==> config.mk <==
export PLATFORM = sky130hd
export DESIGN_NAME = frame_buf_reader_flat
export DESIGN_NICKNAME = d
export VERILOG_FILES = /design/src/rtl/frame_buf_pkg.sv /design/src/rtl/frame_buf_reader_if.sv /design/src/rtl/frame_buf_rd_fifo.sv /design/src/rtl/frame_buf_reader.sv /design/src/flat_wrapper.sv
export SDC_FILE = /design/constraint.sdc
export NUM_CORES = 1
export LEC_CHECK = 0
export CAP_MARGIN = 10
export CORE_MARGIN = 3
export CORE_UTILIZATION = 30
export CTS_CLUSTER_SIZE = 25
export DETAILED_ROUTE_END_ITERATION = 6
export PLACE_DENSITY = 0.52
export SYNTH_ARGS = -nofsm -noshare
export SYNTH_HDL_FRONTEND = slang
export SYNTH_SLANG_ARGS = --single-unit
==> constraint.sdc <==
create_clock -name rd_clk -period 6.1 [get_ports rd_clk]
set_input_delay 1.83 -clock rd_clk [delete_from_list [all_inputs] [get_ports rd_clk]]
set_output_delay 1.83 -clock rd_clk [all_outputs]
set_load 0.01 [all_outputs]
==> src/rtl/frame_buf_pkg.sv <==
// Shared types and constants for the frame buffer read path: pixel record,
// reader state encoding and the colour-bar palette used by the test pattern.
package frame_buf_pkg;

  localparam int PIX_DATA_WIDTH = 24;

  typedef struct packed {
    logic [PIX_DATA_WIDTH-1:0] data;
    logic                      sof;
    logic                      eol;
  } pixel_t;

  typedef enum logic [1:0] {
    IDLE  = 2'd0,
    FETCH = 2'd1,
    DRAIN = 2'd2
  } rd_state_e;

  localparam logic [23:0] BAR_WHITE   = 24'hFFFFFF;
  localparam logic [23:0] BAR_YELLOW  = 24'hFFFF00;
  localparam logic [23:0] BAR_CYAN    = 24'h00FFFF;
  localparam logic [23:0] BAR_GREEN   = 24'h00FF00;
  localparam logic [23:0] BAR_MAGENTA = 24'hFF00FF;
  localparam logic [23:0] BAR_RED     = 24'hFF0000;
  localparam logic [23:0] BAR_BLUE    = 24'h0000FF;
  localparam logic [23:0] BAR_BLACK   = 24'h000000;

  // Bars run left to right in the classic order, index 0 = leftmost.
  function automatic logic [PIX_DATA_WIDTH-1:0] bar_color(input logic [2:0] idx);
    case (idx)
      3'd0:    bar_color = BAR_WHITE;
      3'd1:    bar_color = BAR_YELLOW;
      3'd2:    bar_color = BAR_CYAN;
      3'd3:    bar_color = BAR_GREEN;
      3'd4:    bar_color = BAR_MAGENTA;
      3'd5:    bar_color = BAR_RED;
      3'd6:    bar_color = BAR_BLUE;
      default: bar_color = BAR_BLACK;
    endcase
  endfunction

endpackage

==> src/rtl/frame_buf_reader_if.sv <==
// Frame buffer read port plus downstream pixel stream, bundled for the reader.
// master = reader side, slave = buffer/sink side.
interface frame_buf_reader_if
  import frame_buf_pkg::*;
#(
  parameter int DATA_WIDTH = PIX_DATA_WIDTH,
  parameter int ADDR_WIDTH = 19
);

  logic                  rd_en_out;
  logic [ADDR_WIDTH-1:0] rd_addr_out;
  logic [DATA_WIDTH-1:0] rd_data_in;
  logic [DATA_WIDTH-1:0] pix_data_out;
  logic                  pix_valid_out;
  logic                  pix_ready_in;
  logic                  sof_out;
  logic                  eol_out;

  modport master (
    output rd_en_out, rd_addr_out, pix_data_out, pix_valid_out, sof_out, eol_out,
    input  rd_data_in, pix_ready_in
  );

  modport slave (
    input  rd_en_out, rd_addr_out, pix_data_out, pix_valid_out, sof_out, eol_out,
    output rd_data_in, pix_ready_in
  );

endinterface

==> src/rtl/frame_buf_rd_fifo.sv <==
// Two-entry synchronous FIFO with occupancy count; the caller guarantees it
// never pushes when full without popping, and never pops when empty.
module frame_buf_rd_fifo #(
  parameter int WIDTH = 26
) (
  input  logic             clk,
  input  logic             rst_n,
  input  logic             push_in,
  input  logic             pop_in,
  input  logic [WIDTH-1:0] data_in,
  output logic [WIDTH-1:0] data_out,
  output logic [1:0]       count_out
);

  logic [WIDTH-1:0] mem_q [2];
  logic [WIDTH-1:0] mem_d [2];
  logic             wr_ptr_q, wr_ptr_d;
  logic             rd_ptr_q, rd_ptr_d;
  logic [1:0]       count_q, count_d;

  always_comb begin
    mem_d    = mem_q;
    wr_ptr_d = wr_ptr_q;
    rd_ptr_d = rd_ptr_q;
    count_d  = count_q;
    if (push_in) begin
      mem_d[wr_ptr_q] = data_in;
      wr_ptr_d        = ~wr_ptr_q;
    end
    if (pop_in) begin
      rd_ptr_d = ~rd_ptr_q;
    end
    case ({push_in, pop_in})
      2'b10:   count_d = count_q + 2'd1;
      2'b01:   count_d = count_q - 2'd1;
      default: count_d = count_q;
    endcase
  end

  always_ff @(posedge clk) begin
    if (!rst_n) begin
      mem_q    <= '{default: '0};
      wr_ptr_q <= 1'b0;
      rd_ptr_q <= 1'b0;
      count_q  <= 2'd0;
    end else begin
      mem_q    <= mem_d;
      wr_ptr_q <= wr_ptr_d;
      rd_ptr_q <= rd_ptr_d;
      count_q  <= count_d;
    end
  end

  assign data_out  = mem_q[rd_ptr_q];
  assign count_out = count_q;

endmodule

==> src/rtl/frame_buf_reader.sv <==
// Read-side frame scanner: issues linear reads, absorbs the 1-cycle buffer
// latency and streams tagged pixels. Optional colour bars: FRAME_BUF_RD_PATTERN_EN.
module frame_buf_reader
  import frame_buf_pkg::*;
#(
  parameter int DATA_WIDTH = PIX_DATA_WIDTH,
  parameter int H_ACTIVE   = 640,
  parameter int V_ACTIVE   = 480,
  parameter int ADDR_WIDTH = 19
) (
  input  logic rd_clk,
  input  logic reset,
  input  logic start_in,
`ifdef FRAME_BUF_RD_PATTERN_EN
  input  logic pattern_sel_in,
`endif
  output logic busy_out,
  output logic frame_done_out,
  frame_buf_reader_if.master bus
);

  localparam int XW = (H_ACTIVE > 1) ? $clog2(H_ACTIVE) : 1;
  localparam int YW = (V_ACTIVE > 1) ? $clog2(V_ACTIVE) : 1;
  localparam int ENTRY_W = DATA_WIDTH + 2;
  localparam logic [ADDR_WIDTH-1:0] LAST_ADDR = ADDR_WIDTH'(H_ACTIVE * V_ACTIVE - 1);
  localparam logic [XW-1:0] X_LAST = XW'(H_ACTIVE - 1);

  rd_state_e             state_q, state_d;
  logic [ADDR_WIDTH-1:0] addr_q, addr_d;
  logic [XW-1:0]         x_q, x_d;
  logic [YW-1:0]         y_q, y_d;
  logic                  busy_q, busy_d;
  logic                  inflight_q, inflight_d;
  logic                  infl_sof_q, infl_sof_d;
  logic                  infl_eol_q, infl_eol_d;
`ifdef FRAME_BUF_RD_PATTERN_EN
  logic                  pattern_q, pattern_d;
  logic [DATA_WIDTH-1:0] infl_bar_q, infl_bar_d;
  logic [2:0]            bar_idx;
`endif

  logic               rd_en, pop, push, frame_done;
  logic [1:0]         fifo_count;
  logic [ENTRY_W-1:0] push_entry, head_entry;

  frame_buf_rd_fifo #(.WIDTH(ENTRY_W)) u_fifo (
    .clk      (rd_clk),
    .rst_n    (reset),
    .push_in  (push),
    .pop_in   (pop),
    .data_in  (push_entry),
    .data_out (head_entry),
    .count_out(fifo_count)
  );

  // A read may be issued only if its data is sure to find a FIFO slot, counting
  // a slot freed by a pop this cycle; rd_data_in never feeds this decision.
  always_comb begin
    pop        = (fifo_count != 2'd0) && bus.pix_ready_in;
    rd_en      = (state_q == FETCH) &&
                 ((({1'b0, fifo_count} + {2'b00, inflight_q}) < 3'd2) || pop);
    frame_done = (state_q == DRAIN) && pop && (fifo_count == 2'd1) && !inflight_q;
    push       = inflight_q;
`ifdef FRAME_BUF_RD_PATTERN_EN
    bar_idx    = 3'((32'(x_q) * 8) / H_ACTIVE);
    push_entry = {(pattern_q ? infl_bar_q : bus.rd_data_in), infl_sof_q, infl_eol_q};
`else
    push_entry = {bus.rd_data_in, infl_sof_q, infl_eol_q};
`endif
  end

  always_comb begin
    state_d    = state_q;
    addr_d     = addr_q;
    x_d        = x_q;
    y_d        = y_q;
    busy_d     = busy_q;
    inflight_d = rd_en;
    infl_sof_d = infl_sof_q;
    infl_eol_d = infl_eol_q;
`ifdef FRAME_BUF_RD_PATTERN_EN
    pattern_d  = pattern_q;
    infl_bar_d = infl_bar_q;
`endif
    // Tags travel with the read so they line up with the returning data.
    if (rd_en) begin
      infl_sof_d = (x_q == '0) && (y_q == '0);
      infl_eol_d = (x_q == X_LAST);
`ifdef FRAME_BUF_RD_PATTERN_EN
      infl_bar_d = DATA_WIDTH'(bar_color(bar_idx));
`endif
    end
    case (state_q)
      IDLE: begin
        if (start_in) begin
          state_d   = FETCH;
          busy_d    = 1'b1;
          addr_d    = '0;
          x_d       = '0;
          y_d       = '0;
`ifdef FRAME_BUF_RD_PATTERN_EN
          pattern_d = pattern_sel_in;
`endif
        end
      end
      FETCH: begin
        if (rd_en) begin
          addr_d = addr_q + 1'b1;
          if (x_q == X_LAST) begin
            x_d = '0;
            y_d = y_q + 1'b1;
          end else begin
            x_d = x_q + 1'b1;
          end
          if (addr_q == LAST_ADDR) state_d = DRAIN;
        end
      end
      DRAIN: begin
        if (frame_done) begin
          state_d = IDLE;
          busy_d  = 1'b0;
        end
      end
      default: state_d = IDLE;
    endcase
  end

  always_ff @(posedge rd_clk) begin
    if (!reset) begin
      state_q    <= IDLE;
      addr_q     <= '0;
      x_q        <= '0;
      y_q        <= '0;
      busy_q     <= 1'b0;
      inflight_q <= 1'b0;
      infl_sof_q <= 1'b0;
      infl_eol_q <= 1'b0;
`ifdef FRAME_BUF_RD_PATTERN_EN
      pattern_q  <= 1'b0;
      infl_bar_q <= '0;
`endif
    end else begin
      state_q    <= state_d;
      addr_q     <= addr_d;
      x_q        <= x_d;
      y_q        <= y_d;
      busy_q     <= busy_d;
      inflight_q <= inflight_d;
      infl_sof_q <= infl_sof_d;
      infl_eol_q <= infl_eol_d;
`ifdef FRAME_BUF_RD_PATTERN_EN
      pattern_q  <= pattern_d;
      infl_bar_q <= infl_bar_d;
`endif
    end
  end

  assign bus.rd_en_out     = rd_en;
  assign bus.rd_addr_out   = addr_q;
  assign bus.pix_valid_out = (fifo_count != 2'd0);
  assign {bus.pix_data_out, bus.sof_out, bus.eol_out} = head_entry;
  assign busy_out          = busy_q;
  assign frame_done_out    = frame_done;

endmodule

==> src/flat_wrapper.sv <==
// flat-port wrapper written by rule: the top's interface ports become plain ports
module frame_buf_reader_flat import frame_buf_pkg::*;
#(
  parameter int DATA_WIDTH = PIX_DATA_WIDTH,
  parameter int H_ACTIVE   = 640,
  parameter int V_ACTIVE   = 480,
  parameter int ADDR_WIDTH = 19
)
  (rd_clk, reset, start_in, busy_out, frame_done_out, bus_rd_en_out, bus_rd_addr_out, bus_pix_data_out, bus_pix_valid_out, bus_sof_out, bus_eol_out, bus_rd_data_in, bus_pix_ready_in);
  frame_buf_reader_if #(.DATA_WIDTH(DATA_WIDTH), .ADDR_WIDTH(ADDR_WIDTH)) bus_i ();
  input  logic rd_clk;
  input  logic reset;
  input  logic start_in;
  output logic busy_out;
  output logic frame_done_out;
  output wire logic [$bits(bus_i.rd_en_out)-1:0] bus_rd_en_out;
  output wire logic [$bits(bus_i.rd_addr_out)-1:0] bus_rd_addr_out;
  output wire logic [$bits(bus_i.pix_data_out)-1:0] bus_pix_data_out;
  output wire logic [$bits(bus_i.pix_valid_out)-1:0] bus_pix_valid_out;
  output wire logic [$bits(bus_i.sof_out)-1:0] bus_sof_out;
  output wire logic [$bits(bus_i.eol_out)-1:0] bus_eol_out;
  input wire logic [$bits(bus_i.rd_data_in)-1:0] bus_rd_data_in;
  input wire logic [$bits(bus_i.pix_ready_in)-1:0] bus_pix_ready_in;
  assign bus_rd_en_out = bus_i.rd_en_out;
  assign bus_rd_addr_out = bus_i.rd_addr_out;
  assign bus_pix_data_out = bus_i.pix_data_out;
  assign bus_pix_valid_out = bus_i.pix_valid_out;
  assign bus_sof_out = bus_i.sof_out;
  assign bus_eol_out = bus_i.eol_out;
  assign bus_i.rd_data_in = bus_rd_data_in;
  assign bus_i.pix_ready_in = bus_pix_ready_in;
  frame_buf_reader #(.DATA_WIDTH(DATA_WIDTH), .H_ACTIVE(H_ACTIVE), .V_ACTIVE(V_ACTIVE), .ADDR_WIDTH(ADDR_WIDTH)) u_core (.rd_clk(rd_clk), .reset(reset), .start_in(start_in), .busy_out(busy_out), .frame_done_out(frame_done_out), .bus(bus_i));
endmodule
==> results of run 1 <==
==> worst max path at each step <==
stage                     cells after the start              from  slack (ns)             end
final                                         6  bus_pix_ready_in        0.59   bus_rd_en_out
after global routing                          6  bus_pix_ready_in        0.44   bus_rd_en_out
after CTS                                     6  bus_pix_ready_in        0.58   bus_rd_en_out
after detailed placement                      6  bus_pix_ready_in        0.58   bus_rd_en_out
after global placement                        6  bus_pix_ready_in        0.59   bus_rd_en_out
after floorplan                               5  bus_pix_ready_in        1.67  frame_done_out
==> final cells by class <==
class / count / area share (%)
timing repair buffer: 80 / 13.5
inverter: 17 / 1.09
sequential: 100 / 34.3
multi-input combinational: 417 / 42.0
tap: 184 / 3.94
clock buffer: 10 / 3.92
clock inverter: 6 / 1.26
==> sequential cells by signal, summed over array words and instances (netlist names), 2 cells and up <==
register and flops:
u_core.u_fifo.mem_q 52, u_core.u_fifo.count_out 2, u_core.y_q 9, u_core.bus.rd_addr_out 19, u_core.state_q 2, u_core.x_q 10
==> worst max-delay path, stage by stage <==
cell and delay [ns]:
clkdlybuf4s50_1 0.42, nand2b_1 0.24, inv_2 0.16, o21ai_1 0.39, inv_1 0.13, clkdlybuf4s50_1 0.51
==> stage by stage <==
step           area (µm²)  hold slack, ns
2_1_floorplan        4640           0.433
3_3_place_gp         5540           0.438
3_5_place_dp         5540           0.446
4_1_cts              5840           0.456
5_1_grt              5840           0.475
6_report             5840           0.452
==> layout by cell type (no fill, tap or decap), drive strengths merged, types with 4 or more instances in the layout <==
cell type / Yosys / routed
nand2: 124 / 124
dfxtp: 100 / 100
a21oi: 81 / 81
clkdlybuf4s50: 0 / 76
nand3: 28 / 28
mux2: 27 / 27
o21ai: 18 / 18
inv: 17 / 18
or3: 17 / 17
or4: 13 / 13
nand4: 13 / 13
nor2: 11 / 11
o31ai: 10 / 10
clkbuf: 22 / 10
and3: 8 / 8
ha: 8 / 8
nand2b: 5 / 5
nor4: 5 / 5
o211ai: 5 / 5
mux2i: 4 / 4
buf: 10 / 4
==> cell families after synthesis <==
kind of cell | synth area share, %
adders and majority gates | 2.16
xor gates and xnor gates | 0.943
and+or+nand+nor | 25.2
muxes | 7.41
DFF | 43.1
AOI/OAI and AO/OA | 17.0
buffers and inverters | 4.12
==> power groups by stage <==
| stage | Combinational (mW) | Clock [mW] | Sequential [mW] |
|---|---|---|---|
| 2_1_floorplan | 0.190 | 0 | 0.711 |
| 3_3_place_gp | 0.292 | 0 | 0.717 |
| 3_5_place_dp | 0.295 | 0 | 0.718 |
| 4_1_cts | 0.296 | 0.608 | 0.703 |
| 5_1_grt | 0.325 | 0.638 | 0.706 |
| 6_report | 0.293 | 0.588 | 0.703 |
==> metal layers <==
layer	wire length, µm	global-route usage [%]	up-vias
li1	-	-	2135
met1	5970	20.5	2051
met2	5990	24.0	77
met3	550	4.15	4
met4	85	3.51	0
met5	0	0	-
==> results.md, run 1 <==
- Clock transition at the registers of the reported paths: 0.07 ns
- GR Overflow Total: 0
- Count of final hold-check violations: 0
- Clk pwr share: 37.1%
- Largest cells by area after synthesis: dfxtp_1 (43%), nand2_1 (10%), a21oi_1 (8.6%)
- RR Endpoint: u_core.x_q[7]
- Post-synth ARST share: 0%
- WHS Endpoint: u_core.u_fifo.mem_q[29]
- Layout Skew: 0.0124 ns
- R2r startpoint: u_core.u_fifo.count_out[1]
- Top-area cell type share of the netlist area: 43.1%
- Synth top cells by count: nand2_1 (124), dfxtp_1 (100), a21oi_1 (80)
- Total power: 1.58 mW
- First-pass GRT wire length: 20.6 mm
- Setup tns final: 0 ns
- GRT Total Usage: 15.1%
- Area of the multi-input gates: 0.00245 mm²
- CORE AREA: 0.0148 mm²
- Path type of the worst min-delay path: reg2reg
- Arr. time, crit path: 3.68 ns
- Die Ht: 130 µm
- Yosys synthesis warning count: 0
- Max-Cap Viols: 0
- Worst hold start: u_core.u_fifo.mem_q[29]
- WP data required: 4.27 ns
- Largest net degree at the start of global routing: 54
- DRC Markers: 0
- Mapped Avg Cell Area: 8.20 µm²
- Post-route ant nets: 0
- Status: finished, final reports clean
- Most frequent cell after synthesis: nand2_1
- Final Critical Period: 5.51 ns
- Post-DP HPWL: 8.38 mm
- Cells after Synth: 566
- Vias per cell: 5.24
- IO Pins: 77
- Sink Count: 100
- Post-Synthesis Cell Area: 0.00464 mm²
- Least-Margin Pin Slew: 1.14 ns
- Number of DRC markers in iteration 0: 320
- Via count: 4267
- Ys flop type: dfxtp_1
- Vias in the first global route: 4011
- Filler cell count in the final layout: 1502
- Sequential area share after synthesis: 43.1%
- Lkg Pwr: 1.98 nW
- Cell Int Power: 1.13 mW
- Crit Path Class: in2out
- NumNets Final: 661
- CTS tree: done
- RSZ-0062 raised after global routing: false
- CTS buffer count: 9
- Post-CTS setup buffer count: 0
- Slew Viols, Final: 0
- # resized after CTS: 0
- Port buffer count: 76
- Final Wtd Congestion: 0.792
- Power Density: 271 mW/mm²
- Crit end category: output pin
- Critical path fanouts, max: 8
- Layout Cells excl Fill: 814
- Worst slack, placed: 0.584 ns
- Area delta synth->final: 25.8%
- Largest area contributor in the netlist: dfxtp_1
- Part of the power in registers: 44.4%
- Maximum root-to-sink buffer count: 2
- CTS H-tree depth: 3
- Router iterations before antenna repair: 4
- Initial antenna violation count: 0
- Slew Limit Headroom: 23.9%
- Tcrit/Tclk final: 90.3%
- Clock root cell: clkbuf_16
- Setup ws final: 0.590 ns
- Chip Width: 130 µm
- Routed length per instance: 15.5 µm
- Row cnt: 44
- Synthesis-stage register bit count: 100
- Max IR drop VDD: 0.000163 V
- Syn Nets: 602
- Clk_lat worst skew: 0.36 ns
- Final Setup Violations: 0
- Part of the power in combinational logic: 18.5%
- Starting Density: 31.4%
- Post-synth EDFFs: 0
- Cts hold-fix bufs: 0
- DRT Wirelength: 12.6 mm
- Die footprint: 0.0170 mm²
- Yosys cell types: 54
- Ratio of cells with drive above 1 in the final layout: 8.57%
- Critical path startpoint category: input pin
- NetSw: 0.454 mW
- FF+latch area: 0.00200 mm²
- Sw Share: 28.7%
- Placed cell count: 798
- WHS Path Cells: 2
- Fmax: 181 MHz
- Reg2reg setup slack: 3.42 ns
- Diode count: 0
- Worst r2r path cells: 7
- Util after Layout: 39.4%
(Power assumes the default switching activity.)
==> run 2: changes to the inputs <==
--- a/config.mk
+++ b/config.mk
@@ -10,6 +10,7 @@
 export CORE_UTILIZATION = 30
 export CTS_CLUSTER_SIZE = 25
 export DETAILED_ROUTE_END_ITERATION = 6
+export MAX_ROUTING_LAYER = met4
 export PLACE_DENSITY = 0.52
 export SYNTH_ARGS = -nofsm -noshare
 export SYNTH_HDL_FRONTEND = slang
==> run 2 against run 1 <==
Worst hold slack barely moved; worst setup slack got worse by 0.0026 ns; combinational power barely moved; utilization did not move; sequential share of layout area did not move; clock power barely moved; cell area did not move; power rose by 0.12%; via count rose by 0.49%; count of clock-buffer cells in the layout did not move; flip-flop and latch count did not move; highest routed layer unchanged.
==> results.md, run 2 (synthesis results as in run 1) <==
- DRT Wirelength: 12.6 mm
- Tcrit/Tclk final: 90.4%
- Arr. time, crit path: 3.68 ns
- Area delta synth->final: 25.8%
- DRC Markers: 0
- Via count: 4288
- Router iterations before antenna repair: 4
- Sink Count: 100
- Final Wtd Congestion: 0.804
- Die Ht: 130 µm
- Filler cell count in the final layout: 1502
- Status: finished, final reports clean
- Final instance area: 0.00584 mm²
- RSZ-0062 raised after global routing: false
- GRT Total Usage: 15.5%
- Most common cell after layout, fill and taps aside: nand2_1
- Slew Limit Headroom: 24.5%
- GR Overflow Total: 0
- Count of final hold-check violations: 0
- CORE AREA: 0.0148 mm²
- CTS tree: done
- Worst hold start: u_core.u_fifo.mem_q[31]
- Crit Path Class: in2out
- Path type of the worst min-delay path: reg2reg
- Starting Density: 31.4%
- Crit end category: output pin
- Maximum root-to-sink buffer count: 2
- Setup crit end: bus_rd_en_out
- Critical path startpoint category: input pin
- NumNets Final: 661
- IO Pins: 77
- Slew Viols, Final: 0
- Post-CTS setup buffer count: 0
- Max FFs per register: 52
- Max-Cap Viols: 0
- Row cnt: 44
- Largest net degree at the start of global routing: 54
- Die footprint: 0.0170 mm²
- Final Setup Violations: 0
- Vias per cell: 5.27
- First-pass GRT wire length: 20.6 mm
- Critical path startpoint: bus_pix_ready_in
- Reg2reg setup slack: 3.42 ns
- Routed length per instance: 15.5 µm
- Least-Margin Pin Slew: 1.13 ns
- Layout Skew: 0.00909 ns
- Fmax: 181 MHz
- Dpl cell area: 0.00554 mm²
- FF+latch area: 0.00200 mm²
- Initial antenna violation count: 0
- Cts hold-fix bufs: 0
- Ratio of cells with drive above 1 in the final layout: 8.57%
- Power Density: 271 mW/mm²
- R2r startpoint: u_core.u_fifo.count_out[1]
- Max IR drop VDD: 0.000165 V
- RR Endpoint: u_core.x_q[7]
- Clk_lat worst skew: 0.36 ns
- Post-DP HPWL: 8.38 mm
- Final Critical Period: 5.51 ns
- Port buffer count: 76
- Clock transition at the registers of the reported paths: 0.08 ns
- # resized after CTS: 0
- CTS H-tree depth: 3
- Worst r2r path cells: 7
- Lkg Pwr: 1.98 nW
- Chip Width: 130 µm
- Clock root cell: clkbuf_16
- CTS buffer count: 9
- Vias in the first global route: 4026
- Setup tns final: 0 ns
- Number of DRC markers in iteration 0: 338
- WP data required: 4.27 ns
- Post-route ant nets: 0
- Area of the multi-input gates: 0.00245 mm²
- Diode count: 0
- Most frequent cells in the layout: nand2_1 (124), dfxtp_1 (100), a21oi_1 (80)
- Critical path fanouts, max: 8
- Top reg by flops: u_core.u_fifo.mem_q
==> run 2: cell counts in the layout (fill, tap and decap cells not counted) <==
Identical to the previous run, type by type.
==> run 2: area by class of cell <==
class / count / area share (%)
clock buffer: 10 / 3.92
multi-input combinational: 417 / 42.0
sequential: 100 / 34.3
tap: 184 / 3.94
clock inverter: 6 / 1.26
inverter: 17 / 1.09
timing repair buffer: 80 / 13.5
==> run 2: how the worst min path moves through the flow <==
| stage | endpoint | slack, ns | depth (start not counted) |
|---|---|---|---|
| final | u_core.u_fifo.mem_q[31] | 0.45 | 2 |
| after global placement | u_core.u_fifo.mem_q[4] | 0.44 | 2 |
| after floorplan | u_core.u_fifo.mem_q[0] | 0.43 | 2 |
| after detailed placement | u_core.u_fifo.mem_q[29] | 0.45 | 2 |
| after CTS | u_core.u_fifo.mem_q[29] | 0.46 | 2 |
| after global routing | u_core.u_fifo.mem_q[13] | 0.47 | 2 |
==> run 2: power breakdown <==
group | switching [mW] | internal (mW)
registers | 0.0245 | 0.679
logic | 0.165 | 0.129
clock network | 0.267 | 0.323
==> run 2: metrics by stage <==
| stage | util (%) | power, mW | worst slack [ns] | hold slack [ns] | cells |
|---|---|---|---|---|---|
| global route | 39.4 | 1.67 | 0.439 | 0.475 | 814 |
| finish | 39.4 | 1.59 | 0.587 | 0.452 | 814 |
| detailed placement | 37.4 | 1.01 | 0.584 | 0.446 | 798 |
| floorplan | - | 0.901 | 1.67 | 0.433 | 566 |
| CTS | 39.4 | 1.61 | 0.581 | 0.456 | 814 |
| global placement | 37.4 | 1.01 | 0.595 | 0.438 | 798 |
==> run 2: per-layer routing <==
metal	vias up	GRT usage [%]	part of all wire (%)
li1	2140	-	-
met1	2061	20.5	47
met2	75	24.2	47
met3	12	3.29	3.7
met4	0	4.23	1.4
met5	-	-	0
==> run 2: worst max-delay path, stage by stage <==
cell and delay [ns]:
clkdlybuf4s50_1 0.42, nand2b_1 0.24, inv_2 0.17, o21ai_1 0.39
inv_1 0.13, clkdlybuf4s50_1 0.51
